===== src/rtl/binary_sub_serial.sv =====
// Bit-serial WIDTH-bit subtractor D = A - B, LSB first, with a single borrow flop.
// Optional signed-overflow output V is enabled by defining BINARY_SUB_OVERFLOW_EN.
module binary_sub_serial #(
    parameter int WIDTH = 4
) (
    input  logic             clk,
    input  logic             rst,
    input  logic             en,
    input  logic [WIDTH-1:0] A,
    input  logic [WIDTH-1:0] B,
    output logic [WIDTH-1:0] D,
    output logic             Bout,
    output logic             busy,
`ifdef BINARY_SUB_OVERFLOW_EN
    output logic             done,
    output logic             V
`else
    output logic             done
`endif
);

    localparam int CW = $clog2(WIDTH);

    typedef enum logic [1:0] {
        IDLE,
        RUN,
        DONE
    } state_t;

    state_t state;
    state_t next_state;

    logic [WIDTH-1:0] sa;
    logic [WIDTH-1:0] sb;
    logic [WIDTH-1:0] sr;
    logic [CW-1:0]    cnt;
    logic             borrow;

    logic bit_a;
    logic bit_b;
    logic diff_bit;
    logic borrow_nxt;
    logic last_bit;

    // The single full-subtractor cell shared by every bit position.
    assign bit_a      = sa[0];
    assign bit_b      = sb[0];
    assign diff_bit   = bit_a ^ bit_b ^ borrow;
    assign borrow_nxt = (~bit_a & bit_b) | (~(bit_a ^ bit_b) & borrow);
    assign last_bit   = (state == RUN) && (cnt == CW'(WIDTH - 1));

    // NOTE: sequential state uses non-blocking (<=) so every flop samples pre-edge values.
    always_ff @(posedge clk) begin
        if (rst) begin
            state <= IDLE;
        end else begin
            state <= next_state;
        end
    end

    // NOTE: default assignment first so no path through the case leaves next_state unassigned (no latch).
    always_comb begin
        next_state = state;
        case (state)
            IDLE:    if (en) next_state = RUN;
            RUN:     if (last_bit) next_state = DONE;
            DONE:    next_state = IDLE;
            default: next_state = IDLE;
        endcase
    end

    assign busy = (state != IDLE);
    assign done = (state == DONE);

`ifdef BINARY_SUB_OVERFLOW_EN
    logic a_msb;
    logic b_msb;
`endif

    always_ff @(posedge clk) begin
        if (rst) begin
            sa     <= '0;
            sb     <= '0;
            sr     <= '0;
            cnt    <= '0;
            borrow <= 1'b0;
            D      <= '0;
            Bout   <= 1'b0;
`ifdef BINARY_SUB_OVERFLOW_EN
            a_msb  <= 1'b0;
            b_msb  <= 1'b0;
            V      <= 1'b0;
`endif
        end else begin
            case (state)
                IDLE: begin
                    if (en) begin
                        sa     <= A;
                        sb     <= B;
                        sr     <= '0;
                        cnt    <= '0;
                        borrow <= 1'b0;
`ifdef BINARY_SUB_OVERFLOW_EN
                        a_msb  <= A[WIDTH-1];
                        b_msb  <= B[WIDTH-1];
`endif
                    end
                end
                RUN: begin
                    sa     <= sa >> 1;
                    sb     <= sb >> 1;
                    sr     <= {diff_bit, sr[WIDTH-1:1]};
                    borrow <= borrow_nxt;
                    // Counter parks at WIDTH-1 instead of wrapping.
                    if (!last_bit) begin
                        cnt <= cnt + CW'(1);
                    end else begin
                        D    <= {diff_bit, sr[WIDTH-1:1]};
                        Bout <= borrow_nxt;
`ifdef BINARY_SUB_OVERFLOW_EN
                        V    <= (a_msb ^ b_msb) & (diff_bit ^ a_msb);
`endif
                    end
                end
                default: ;
            endcase
        end
    end

endmodule

===== config.mk =====
export PLATFORM = sky130hd
export DESIGN_NAME = binary_sub_serial
export DESIGN_NICKNAME = d
export VERILOG_FILES = /design/src/rtl/binary_sub_serial.sv
export SDC_FILE = /design/constraint.sdc
export NUM_CORES = 1
export LEC_CHECK = 0
export ABC_AREA = 1
export BUFFER_PORTS_ARGS = -buffer_cell sky130_fd_sc_hd__buf_2
export CAP_MARGIN = 20
export CORE_MARGIN = 2
export CORE_UTILIZATION = 57
export CTS_CLUSTER_SIZE = 28
export DETAILED_ROUTE_END_ITERATION = 7
export PLACE_DENSITY = 0.77
export SYNTH_ARGS = -nofsm -noshare
export SYNTH_HDL_FRONTEND = slang
export SYNTH_SLANG_ARGS = --single-unit

===== constraint.sdc =====
create_clock -name clk -period 2.8 [get_ports clk]
set_input_delay 0.14 -clock clk [delete_from_list [all_inputs] [get_ports clk]]
set_output_delay 0.14 -clock clk [all_outputs]
set_load 0.05 [all_outputs]

==> results of run 1 <==
==> worst paths after layout <==
path              cells past startpoint     to  slack (ns)  startpoint
setup reg to reg                      5  sb[2]        1.47    state[0]
hold reg to reg                       2   D[1]        0.47        D[1]
setup / recovery                      3   busy        1.21    state[0]
hold / removal                        3  sa[3]         0.1        A[3]
==> power breakdown <==
part	total, uW	switching [uW]	internal [uW]
registers	323	11.2	312
logic	77.6	49.6	28.0
clock network	145	91.8	53.2
total	546	153	393
==> worst max-delay path: stages (launching register included) <==
cell and delay (ns):
dfxtp_1 0.62, nor2_1 0.19, inv_1 0.08, buf_2 0.25
==> cells by family (layout without fill, tap and decap cells) <==
family	after synthesis	count (layout)	synth area share (%)
buffers and inverters	22	39	10.4
adders and majority gates	2	2	3.17
DFF	21	21	41.0
and+or+nand+nor	91	91	39.0
AOI/OAI and AO/OA	8	8	6.46
==> layer usage <==
| layer | track usage [%] | wire, um | vias up |
|---|---|---|---|
| met5 | 0 | 0 | - |
| met4 | 8.57 | 12 | 0 |
| met3 | 3.53 | 53 | 2 |
| met2 | 34.7 | 907 | 13 |
| met1 | 23.3 | 822 | 378 |
| li1 | - | - | 467 |
==> per-stage QoR <==
stage          area, um^2  hold slack, ns
2_1_floorplan        1030           0.317
3_3_place_gp         1100           0.423
3_5_place_dp         1100           0.432
4_1_cts              1130          0.0901
5_1_grt              1130          0.0982
6_report             1130          0.0970
==> state kept, by name, indices dropped and copies added, names as in the netlist <==
register  count
sb            4
borrow        1
sr            3
state         2
Bout          1
sa            4
cnt           2
D             4
==> layout make-up <==
type                    instances  area, um^2  share of cell area, %
well taps                      25        31.3                   2.77
clock buffers                   3        22.5                   1.99
repair buffers                 17        85.1                   7.52
flip-flops and latches         21         420                   37.2
clock inverters                 1        5.00                  0.442
multi-input cells             101         499                   44.1
inverters                      18        67.6                   5.97
==> cell usage in the layout (no fill, tap or decap) <==
cell type,instances
nand2_2,4
ha_1,1
clkinv_2,1
inv_1,17
nand2_1,49
nor2_4,1
fa_1,1
dfxtp_1,21
o21ai_4,1
nor2_1,21
a21oi_2,4
nand3_1,14
a21oi_1,3
nand2_4,1
clkbuf_4,3
inv_2,1
nor2_8,1
buf_2,17
==> flow_summary.toml, run 1 <==
[global_routing]
antenna_found_initial = 0
grt_remaining_overflow = 0
grt_max_degree = 19
grt_pass1_vias = 763
track_usage_pct = 19.8
grt_pass1_wl_mm = 3.03

[placement]
gp_congestion = 0.809
place_ws_ns = 1.51
placedCellCount = 182
portBuffers = 17
dp_hpwl_mm = 1.31

[synth]
synth_top_flop_cell = "dfxtp_1"
synthDominantCellAreaShare_pct = 41.0
syn_area_um2 = 1030
synth_nets = 157
yosys-top-cells-count = "49 x nand2_1, 21 x dfxtp_1, 21 x nor2_1, 17 x inv_1, 14 x nand3_1"
ys_warn_count = 0
synth_seq_cells = 21
seq_area_frac_synth_pct = 41.0
synthDistinctLibCells = 19
synth_cells = 144
avgSynthCellArea_um2 = 7.12
synth_edf_count = 0
synth_top_area_cell = "dfxtp_1"
yosysMostFrequentCell = "nand2_1"
synthTopCellsByArea = "dfxtp_1 41%, nand2_1 18%, nor2_1 7.7%"
async_flop_share_pct = 0

[cts]
cts.repair.resized = 0
cts_max_level = 1
cts_buffers = 3
cts_hold_buf = 0
clk_latency_ns = 0.30
cts_setup_buffers = 0
clk_pin_slew_ns = 0.12
clkSinkCount = 21
cts_tree = "done"
clock_path_buffers = 2
cts-root-buf = "clkbuf_4"

[worst_hold_path]
hold_class = "in -> reg"

[floorplan]
floorplan.die.height_um = 46.4
core_um2 = 1710
io_pins = 18
rows = 15
start_util_pct = 60.1
dieArea_um2 = 2160
die_width_um = 46.4

[timing]
rsz0062_at_grt = "false"
hold_viol = 0
setup-violations-final = 0
slew_headroom_pct = 66.9
fin_tns_setup_ns = 0
layout_setup_ws_ns = 1.21
slew_viol_final = 0
worstMarginPinSlew_ns = 0.495
max_freq_mhz = 631
finalCriticalPeriod_ns = 1.59
fin_crit_sh_pct = 56.6
fin_skew_ns = 0.00933

[cells_and_area]
drive_above_1_share_pct = 21.1
diodes = 0
final_util_pct = 66.2
final_cells = 186
layout.nets = 175
area_growth_pct = 10.2
nFillCells = 153

[detailed_routing]
wire_per_inst_um = 9.66
drtAntennaViolNets = 0
drt_iter0_drc = 23
vias = 860
firstDrtPassIters = 4
routed_wl_mm = 1.80
vias_per_cell = 4.62
drc = 0

[job]
drv_cap = 0

[critical_path]
critPathArrivalTime_ns = 1.45
cp_data_required_time_ns = 2.66
criticalPathCategory = "reg -> out"
worstPathMaxFanout = 13
endpoint_kind = "primary output"
start_kind = "register"

[power]
power_density_nw_per_um2 = 483
power.leakage_uw = 0.000594
p_total_uw = 546
vdd_drop_max_mv = 0.291

[status]
status = "complete, no violations"
Note: power is estimated with default switching activity, not from simulation.
==> run 2, diff against run 1 <==
--- a/config.mk
+++ b/config.mk
@@ -9,10 +9,10 @@
 export BUFFER_PORTS_ARGS = -buffer_cell sky130_fd_sc_hd__buf_2
 export CAP_MARGIN = 20
 export CORE_MARGIN = 2
-export CORE_UTILIZATION = 57
+export CORE_UTILIZATION = 48
 export CTS_CLUSTER_SIZE = 28
 export DETAILED_ROUTE_END_ITERATION = 7
-export PLACE_DENSITY = 0.77
+export PLACE_DENSITY = 0.69
 export SYNTH_ARGS = -nofsm -noshare
 export SYNTH_HDL_FRONTEND = slang
 export SYNTH_SLANG_ARGS = --single-unit
==> constraint.sdc (replaced) <==
create_clock -name clk -period 1.4 [get_ports clk]
set_input_delay 0.07 -clock clk [delete_from_list [all_inputs] [get_ports clk]]
set_output_delay 0.07 -clock clk [all_outputs]
set_load 0.05 [all_outputs]
==> run 2 against run 1 <==
  * Non-clock buffer count up 5
  * Count of clock-buffer cells in the layout unchanged
  * Worst setup slack worse by 1.1 ns
  * Wire length up 4.2%
  * Clock power up 100%
  * Register-to-register slack worse by 1.3 ns
  * Total power up 100%
  * Via count up 0.81%
==> flow_summary.toml, run 2 (synthesis gave the netlist of run 1 again) <==
[floorplan]
die_width_um = 50.2
core_um2 = 1980
start_util_pct = 51.8
io_pins = 18
floorplan.die.height_um = 50.2
rows = 16
dieArea_um2 = 2520

[detailed_routing]
vias_per_cell = 4.49
routed_wl_mm = 1.87
firstDrtPassIters = 4
drtAntennaViolNets = 0
vias = 867
drc = 0
drt_iter0_drc = 14
wire_per_inst_um = 9.69

[timing]
finalCriticalPeriod_ns = 1.30
setup-violations-final = 0
fin_tns_setup_ns = 0
max_freq_mhz = 772
slew_viol_final = 0
worstMarginPinSlew_ns = 0.441
fin_skew_ns = 0.00936
hold_viol = 0
fin_crit_sh_pct = 92.6
rsz0062_at_grt = "false"
slew_headroom_pct = 70.6

[critical_path]
critPathArrivalTime_ns = 1.23
reg2reg_depth = 4
criticalPathCategory = "reg -> out"
rrSetupSlack_ns = 0.20
cp_data_required_time_ns = 1.33
endpoint_kind = "primary output"
worstPathMaxFanout = 5
start_kind = "register"

[cts]
cts-root-buf = "clkbuf_4"
clock_path_buffers = 2
cts_buffers = 3
cts_tree = "done"
clk_pin_slew_ns = 0.11
cts_hold_buf = 0
cts_max_level = 1
clk_latency_ns = 0.31
clkSinkCount = 21

[global_routing]
track_usage_pct = 17.1
grt_remaining_overflow = 0
grt_pass1_vias = 818
antenna_found_initial = 0
grt_pass1_wl_mm = 3.27
grt_max_degree = 15

[cells_and_area]
area_growth_pct = 14.5
layout_common_cells = "49 x nand2_1, 20 x dfxtp_1, 20 x nor2_1"
reg_top3 = "D (4), sa (4), sb (4)"
nFillCells = 194
layout_commonest_cell = "nand2_1"
layout.nets = 180
final_cells = 193
diodes = 0
multi_input_area_um2 = 502
drive_above_1_share_pct = 24.7
seqCellArea_um2 = 422

[placement]
gp_congestion = 0.760
dp_hpwl_mm = 1.43
portBuffers = 17
placedCellCount = 189

[power]
power.leakage_uw = 0.000620
vdd_drop_max_mv = 0.569
power_density_nw_per_um2 = 946

[status]
status = "complete, no violations"

[job]
drv_cap = 0

[worst_hold_path]
hold_class = "in -> reg"
hold_depth = 3
run 2: cell count changes in the layout (fill, tap and decap cells not counted), sizes merged:
cell	delta
buf	+5
run 2: through the flow:
stage | worst slack (ns) | total power, uW | util, % | hold WS [ns] | instance area [um^2]
after global placement | 0.288 | 826 | 57.7 | 0.357 | 1140
after CTS | 0.00560 | 1130 | 59.1 | 0.0269 | 1170
after detailed placement | 0.244 | 831 | 57.7 | 0.365 | 1140
final | 0.104 | 1110 | 59.3 | 0.0378 | 1170
after floorplan | 0.155 | 786 | - | 0.247 | 1030
after global routing | 0.0380 | 1180 | 59.3 | 0.0308 | 1170
run 2: report_power, final:
group          switching (uW)  internal (uW)
clock                     187            107
sequential               15.8            625
combinational             109           68.6
total                     311            800
run 2: final timing paths:
kind	start	to
min	A[3]	sa[3]
min reg2reg	sr[3]	D[2]
max	state[0]	busy
max reg2reg	sb[0]	sr[3]
run 2: area by class of cell:
cell class / count / share of cell area (%)
inverters: 18 / 5.75
clock inverters: 1 / 0.426
clock buffers: 3 / 1.92
multi-input cells: 101 / 42.7
well taps: 27 / 2.88
repair buffers: 22 / 10.4
flip-flops and latches: 21 / 35.9
run 2: critical path: stages, from the launching register on:
cell and delay [ns]:
dfxtp_1 0.34, buf_4 0.16, nor2_2 0.17, inv_1 0.05, buf_2 0.21
run 2: timing repair:
action | 4_1_cts | 5_1_grt
endpoints found under the setup margin | 0 | 2
resized for setup | 0 | 2
setup buffers | 0 | 0
run 2: layer usage:
layer / vias up / global-route usage [%] / share of wire (%)
li1: 479 / - / -
met1: 369 / 18.9 / 48
met2: 17 / 31.4 / 48
met3: 2 / 3.57 / 3.4
met4: 0 / 6.94 / 0.53
met5: - / 0 / 0
